### src/rtl/uart_pkg.sv
// rtl/uart_pkg.sv - shared UART types and bit-timing helper
package uart_pkg;

    // Receiver FSM states; PARITY is only reachable when the parity build option is on
    typedef enum logic [2:0] {
        IDLE   = 3'd0,
        START  = 3'd1,
        DATA   = 3'd2,
        PARITY = 3'd3,
        STOP   = 3'd4,
        BREAK  = 3'd5
    } rx_state_t;

    // Clocks per line bit; shared with uart_tx so both ends agree on the bit period
    function automatic int unsigned calc_pulse_width(input int unsigned clk_freq,
                                                     input int unsigned baud_rate);
        return clk_freq / baud_rate;
    endfunction

endpackage

### src/rtl/uart_rx_sync.sv
// rtl/uart_rx_sync.sv - two-flop synchroniser, resets to all ones (idle line level)
module uart_rx_sync #(
    parameter int WIDTH = 1
) (
    input  logic             clk,
    input  logic             rstn,
    input  logic [WIDTH-1:0] d,
    output logic [WIDTH-1:0] q
);

    logic [WIDTH-1:0] meta;

    // Two-stage capture; reset to 1 so a reset never looks like a start bit
    always_ff @(posedge clk) begin
        if (!rstn) begin
            meta <= '1;
            q    <= '1;
        end else begin
            meta <= d;
            q    <= meta;
        end
    end

endmodule

### src/rtl/uart_rx.sv
// rtl/uart_rx.sv - 8N1 UART receiver with valid/ready output; optional even parity via UART_RX_PARITY_EN
module uart_rx
    import uart_pkg::*;
#(
    parameter int DATA_WIDTH = 8,
    parameter int BAUD_RATE  = 9600,
    parameter int CLK_FREQ   = 100_000_000
) (
    input  logic                  clk,
    input  logic                  rstn,
    input  logic                  rx_sig,
    output logic [DATA_WIDTH-1:0] data,
    output logic                  valid,
    input  logic                  ready,
    output logic                  frame_err,
    output logic                  parity_err,
    output logic                  overrun
);

    localparam int PULSE_WIDTH      = calc_pulse_width(CLK_FREQ, BAUD_RATE);
    localparam int HALF_PULSE_WIDTH = PULSE_WIDTH / 2;
    localparam int CW               = $clog2(PULSE_WIDTH) + 1;
    localparam int BW               = (DATA_WIDTH > 1) ? $clog2(DATA_WIDTH) : 1;

    localparam logic [CW-1:0] CNT_FULL = CW'(PULSE_WIDTH - 1);
    localparam logic [CW-1:0] CNT_HALF = CW'(HALF_PULSE_WIDTH - 1);
    localparam logic [CW-1:0] CNT_ONE  = CW'(1);
    localparam logic [BW-1:0] BIT_LAST = BW'(DATA_WIDTH - 1);
    localparam logic [BW-1:0] BIT_ONE  = BW'(1);

    logic                  rx_s;
    rx_state_t             state;
    rx_state_t             state_nxt;
    logic [CW-1:0]         clk_cnt;
    logic [BW-1:0]         bit_cnt;
    logic [DATA_WIDTH-1:0] shift;
    logic                  cnt_zero;
    logic                  last_bit;
    logic                  commit;
    logic                  out_free;

    // All line decisions are taken on the synchronised copy only
    uart_rx_sync #(
        .WIDTH(1)
    ) u_sync (
        .clk (clk),
        .rstn(rstn),
        .d   (rx_sig),
        .q   (rx_s)
    );

    // State register
    always_ff @(posedge clk) begin
        if (!rstn) begin
            state <= IDLE;
        end else begin
            state <= state_nxt;
        end
    end

    // Next-state logic: every timed state advances only on its mid-bit sample
    always_comb begin
        state_nxt = state;
        case (state)
            IDLE: begin
                if (!rx_s) state_nxt = START;
            end
            START: begin
                if (cnt_zero) state_nxt = rx_s ? IDLE : DATA;
            end
            DATA: begin
                if (cnt_zero && last_bit) begin
`ifdef UART_RX_PARITY_EN
                    state_nxt = PARITY;
`else
                    state_nxt = STOP;
`endif
                end
            end
`ifdef UART_RX_PARITY_EN
            PARITY: begin
                if (cnt_zero) state_nxt = STOP;
            end
`endif
            STOP: begin
                if (cnt_zero) state_nxt = rx_s ? IDLE : BREAK;
            end
            BREAK: begin
                if (rx_s) state_nxt = IDLE;
            end
            default: state_nxt = IDLE;
        endcase
    end

    // Decoded strobes: mid-bit sample, last data bit, word commit, output slot free
    always_comb begin
        cnt_zero = (clk_cnt == '0);
        last_bit = (bit_cnt == BIT_LAST);
        commit   = (state == STOP) && cnt_zero;
        out_free = !valid || ready;
    end

    // Bit timer, bit index and shift register
    always_ff @(posedge clk) begin
        if (!rstn) begin
            clk_cnt <= '0;
            bit_cnt <= '0;
            shift   <= '0;
        end else begin
            case (state)
                IDLE: begin
                    // Half a bit to reach the middle of the start bit
                    if (!rx_s) clk_cnt <= CNT_HALF;
                end
                START, DATA, PARITY, STOP: begin
                    clk_cnt <= cnt_zero ? CNT_FULL : (clk_cnt - CNT_ONE);
                end
                default: clk_cnt <= clk_cnt;
            endcase
            if ((state == START) && cnt_zero) begin
                bit_cnt <= '0;
            end
            if ((state == DATA) && cnt_zero) begin
                shift[bit_cnt] <= rx_s;
                bit_cnt        <= bit_cnt + BIT_ONE;
            end
        end
    end

    // Output word register: commit into a free slot, otherwise flag the dropped word
    always_ff @(posedge clk) begin
        if (!rstn) begin
            data      <= '0;
            valid     <= 1'b0;
            frame_err <= 1'b0;
            overrun   <= 1'b0;
        end else begin
            overrun <= commit && !out_free;
            if (commit && out_free) begin
                data      <= shift;
                valid     <= 1'b1;
                frame_err <= ~rx_s;
            end else if (valid && ready) begin
                valid <= 1'b0;
            end
        end
    end

`ifdef UART_RX_PARITY_EN
    logic par_bit;

    // Captures the received parity bit at its mid-point
    always_ff @(posedge clk) begin
        if (!rstn) begin
            par_bit <= 1'b0;
        end else if ((state == PARITY) && cnt_zero) begin
            par_bit <= rx_s;
        end
    end

    // Even parity: data plus parity bit must have an even number of ones
    always_ff @(posedge clk) begin
        if (!rstn) begin
            parity_err <= 1'b0;
        end else if (commit && out_free) begin
            parity_err <= ^{shift, par_bit};
        end
    end
`else
    assign parity_err = 1'b0;
`endif

endmodule

### config.mk
export PLATFORM = sky130hd
export DESIGN_NAME = uart_rx
export DESIGN_NICKNAME = d
export VERILOG_FILES = /design/src/rtl/uart_pkg.sv /design/src/rtl/uart_rx_sync.sv /design/src/rtl/uart_rx.sv
export SDC_FILE = /design/constraint.sdc
export NUM_CORES = 1
export LEC_CHECK = 0
export ABC_AREA = 1
export BUFFER_PORTS_ARGS = -buffer_cell sky130_fd_sc_hd__buf_2
export CAP_MARGIN = 30
export CORE_MARGIN = 2
export CORE_UTILIZATION = 50
export DETAILED_ROUTE_END_ITERATION = 10
export PLACE_DENSITY = 0.75
export SETUP_SLACK_MARGIN = 0.4
export SLEW_MARGIN = 40
export SYNTH_ARGS = -nofsm -noshare
export SYNTH_HDL_FRONTEND = slang
export SYNTH_SLANG_ARGS = --single-unit
### constraint.sdc
create_clock -name clk -period 2 [get_ports clk]
set_clock_uncertainty 0.05 [all_clocks]
set_input_delay 0.4 -clock clk [delete_from_list [all_inputs] [get_ports clk]]
set_output_delay 0.4 -clock clk [all_outputs]
set_load 0.03 [all_outputs]
==> impl_results.md <==
- Worst slew margin: about three fifths
- H-tree depth: 2
- Yosys Warn Count: 0
- Status: completed
- Clock network fraction of total power: between 10% and 20%
- Residual DRC: 0
- Critical Path Start: clk_cnt[0]$_SDFFE_PN0P_
- Hold_buf cts: 0
- RD Place Congestion: roughly 0.85
- Min Hold Slack: 0.2378 ns
- TritonCTS sink count: 42
- Unrepaired setup endpoints after global routing: true
- R2r startpoint: clk_cnt[0]$_SDFFE_PN0P_
- Post-Synthesis Cells: about 320
- Period utilization: 75.84%
- Die Y: about 70 um
- Slew Limit Fails: 0
- #FFs+latches synth: between 40 and 50
- Setup CP Type: register to register
- Distinct cells, synth: 32
- Ant diodes: 0
- Hold path cells: 2
- Vias/cell: 5.396
- Reg2reg path depth: 9
- Critical-path top delay cell: dfxtp_4
- Post-synthesis sequential area ratio: between 30 and 40%
- Cell area after synthesis: 2186 um^2
- CTS Root Cell: clkbuf_8
- Vias: between 2k and 2.5k
- Die Wd: between 70 and 80 um
- Peak Freq: between 600 and 700 MHz
- Setup TNS: 0 ns
- Hold Crit Start: rx_sig
- Mean routed wirelength per cell: 13.13 um
- Worst-path fanout max: 5
- Pwr dens: about 1600 nW/um^2
- Peak supply drop: about 760 uV
- Grt ovf: 0
- Worst slack, placed: between 0.3 and 0.4 ns
- I/O pins: 16
- Slew @ Worst Pin: between 0.6 and 0.7 ns
- Fin. Hold Viols: 0
- Vias in the first global route: between 1.5k and 2k
- Final setup margin: approximately 0.48 ns
- First-pass GRT wire length: 8183 um
- Crit-path cells: inv_4 -> ha_1 -> nand2_2 -> nor2_4 -> nand2_1 -> nor2_1 -> nand2_1 -> xor2_1 -> nor2_1
- Critical Path RT: 2.14 ns
- Bufs on Longest Clock Path: 2
- 1st-iter DRT viols: 120
- Sw Ratio: between 40% and 50%
- TritonCTS Buffers: 5
- CTS tree: done
- Layout cells sized above 1: a little under a quarter
- Total GRT Usage: around a fifth
- Largest net degree at the start of global routing: 22
- Critical Path Max Stage Delay: ~0.37 ns
- IO buf count: 14
- Number of iterations in the first detailed-routing pass: 4
- Min cycle time layout: 1.517 ns
- FF-to-FF End: clk_cnt[14]$_SDFFE_PN0P_
- Total Wirelength: approximately 5200 um
- FF-to-FF setup slack: roughly 0.48 ns
- Number of max-cap violations: 0
- Detail Placement HPWL: 3410 um
- Pwr Total: just over 0.004 W
- Layout area overhead: 19.29%
- Combinational power share: 54.0%
- Filler Cell Count: between 300 and 400
- Crit. End Element: register
- Static Leak: around 1.1 nW
- Switching pwr: 0.001909 W
- Int Pwr: around 0.0022 W
- Final setup vio count: 0
- Core Util, Final: roughly three fifths
- Worst hold path class: input pin to register
- Seq pwr share: between 20% and 30%
- CORE AREA: ~4300 um^2
- Clk_lat worst skew: about 0.3 ns
- Critical path arrival: roughly 1.7 ns
- Post-Syn Nets: around 330
- Post-DRT Antenna Nets: 0
- Initial Util: 50.90%
- Syn Area/Cell: between 6 and 7 um^2
- Net count, final: 350
- Initial antenna violation count: 0
- Cell Rows: 24
- Startpoint Class: register
- Worst Hold End: u_sync.meta$_SDFF_PN1_
- Die Area: between 4000 and 5000 um^2
- Clock slew at reported path FFs: about 0.08 ns
-- synthesized netlist by cell type, drive strengths merged --
cell / n / area (um^2)
nand4: 11 / 68.82
buf: 6 / 41.28
dfxtp: 42 / 840.8
nor3: 1 / 5.000
xor2: 5 / 43.79
nand3: 22 / 115.1
clkbuf: 5 / 18.77
or2: 2 / 12.51
a21o: 1 / 7.510
nand3b: 2 / 15.01
and2: 1 / 6.260
o21ai: 17 / 85.08
nor2: 48 / 236.5
o211ai: 1 / 7.510
ha: 4 / 50.05
conb: 1 / 3.750
clkinv: 1 / 3.750
inv: 30 / 112.6
a21oi: 31 / 155.2
xnor2: 2 / 17.52
o21a: 1 / 7.510
nand2: 85 / 331.6
-- layout by cell type (no fill, tap or decap), drive strengths merged, types with 5 or more instances in the layout --
cell     n
a21oi   31
buf     24
clkbuf   6
dfxtp   42
inv     30
nand2   85
nand3   22
nand4   11
nor2    51
o21ai   17
xor2     5
-- registers in the layout, indices dropped and copies added (netlist names) --
| name | count |
|---|---|
| overrun | 1 |
| shift | 8 |
| clk_cnt | 15 |
| data | 8 |
| bit_cnt | 3 |
| frame_err | 1 |
| valid | 1 |
| u_sync.meta | 1 |
| u_sync.q | 1 |
| state | 3 |
-- worst max-delay path by stage --
stage / to / slack [ns] / cells past startpoint
2_1_floorplan: shift[6]$_SDFFE_PN0P_ / 0.54 / 9
3_3_place_gp: data[0]$_SDFFE_PN0P_ / 0.37 / 9
3_5_place_dp: data[3]$_SDFFE_PN0P_ / 0.30 / 9
4_1_cts: shift[3]$_SDFFE_PN0P_ / 0.38 / 8
5_1_grt: clk_cnt[14]$_SDFFE_PN0P_ / 0.38 / 9
6_report: clk_cnt[14]$_SDFFE_PN0P_ / 0.48 / 9
-- critical path, delay by kind of cell, from the launching register on --
family | cells | cell delay (ns)
flip-flops | 1 | 0.37
buffers and inverters | 1 | 0.08
adder cells (fa/ha/maj) | 1 | 0.18
XOR/XNOR | 1 | 0.14
AND/OR/NAND/NOR | 6 | 0.60
-- what timing repair did --
action                                  CTS  global route
cloned                                    0             3
resized for setup                         3            37
pin swaps                                 0            15
endpoints found under the setup margin   14            37
buffers inserted                          2             3
-- per-layer routing --
metal / wire length [um] / vias to the layer above / track usage, %
met5: 0 / - / 0
met4: 55 / 0 / 6.410
met3: 230 / 9 / 3.463
met2: 2531 / 58 / 34.39
met1: 2356 / 976 / 27.19
li1: - / 1083 / -
-- cells by family (layout without fill, tap and decap cells) --
kind of cell               after synthesis  after routing  synth area share (%)
DFF                                     42             42                 38.47
xor gates and xnor gates                 7              7                 2.805
adders and majority gates                4              4                 2.290
other                                    1              1                0.1716
AOI/OAI and AO/OA                       51             51                 12.02
and+or+nand+nor                        172            175                 36.18
buffers and inverters                   42             62                 8.070
-- through the flow --
step,cell area (um^2),cells
floorplan,2186,319
global placement,2298,379
detailed placement,2298,379
CTS,2441,388
global route,2608,394
finish,2608,394
-- cell type report --
type	count	area, um^2	share of cell area, %
multi-input combinational	238	1300	49.86
inverter	31	126.4	4.846
clock inverter	1	30.03	1.152
tap	52	65.06	2.495
sequential	42	850.8	32.63
timing repair buffer	24	152.6	5.854
clock buffer	6	82.58	3.167
-- power by group through the flow --
| stage | clock (W) | combinational [W] | sequential (W) |
|---|---|---|---|
| floorplan | 0 | 0.00148 | 0.00115 |
| global placement | 0 | 0.00175 | 0.00118 |
| detailed placement | 0 | 0.00177 | 0.00118 |
| CTS | 0.000696 | 0.00186 | 0.00116 |
| global route | 0.000736 | 0.00247 | 0.00123 |
| finish | 0.000686 | 0.00223 | 0.00121 |
Power figures use the tool's default switching activity.
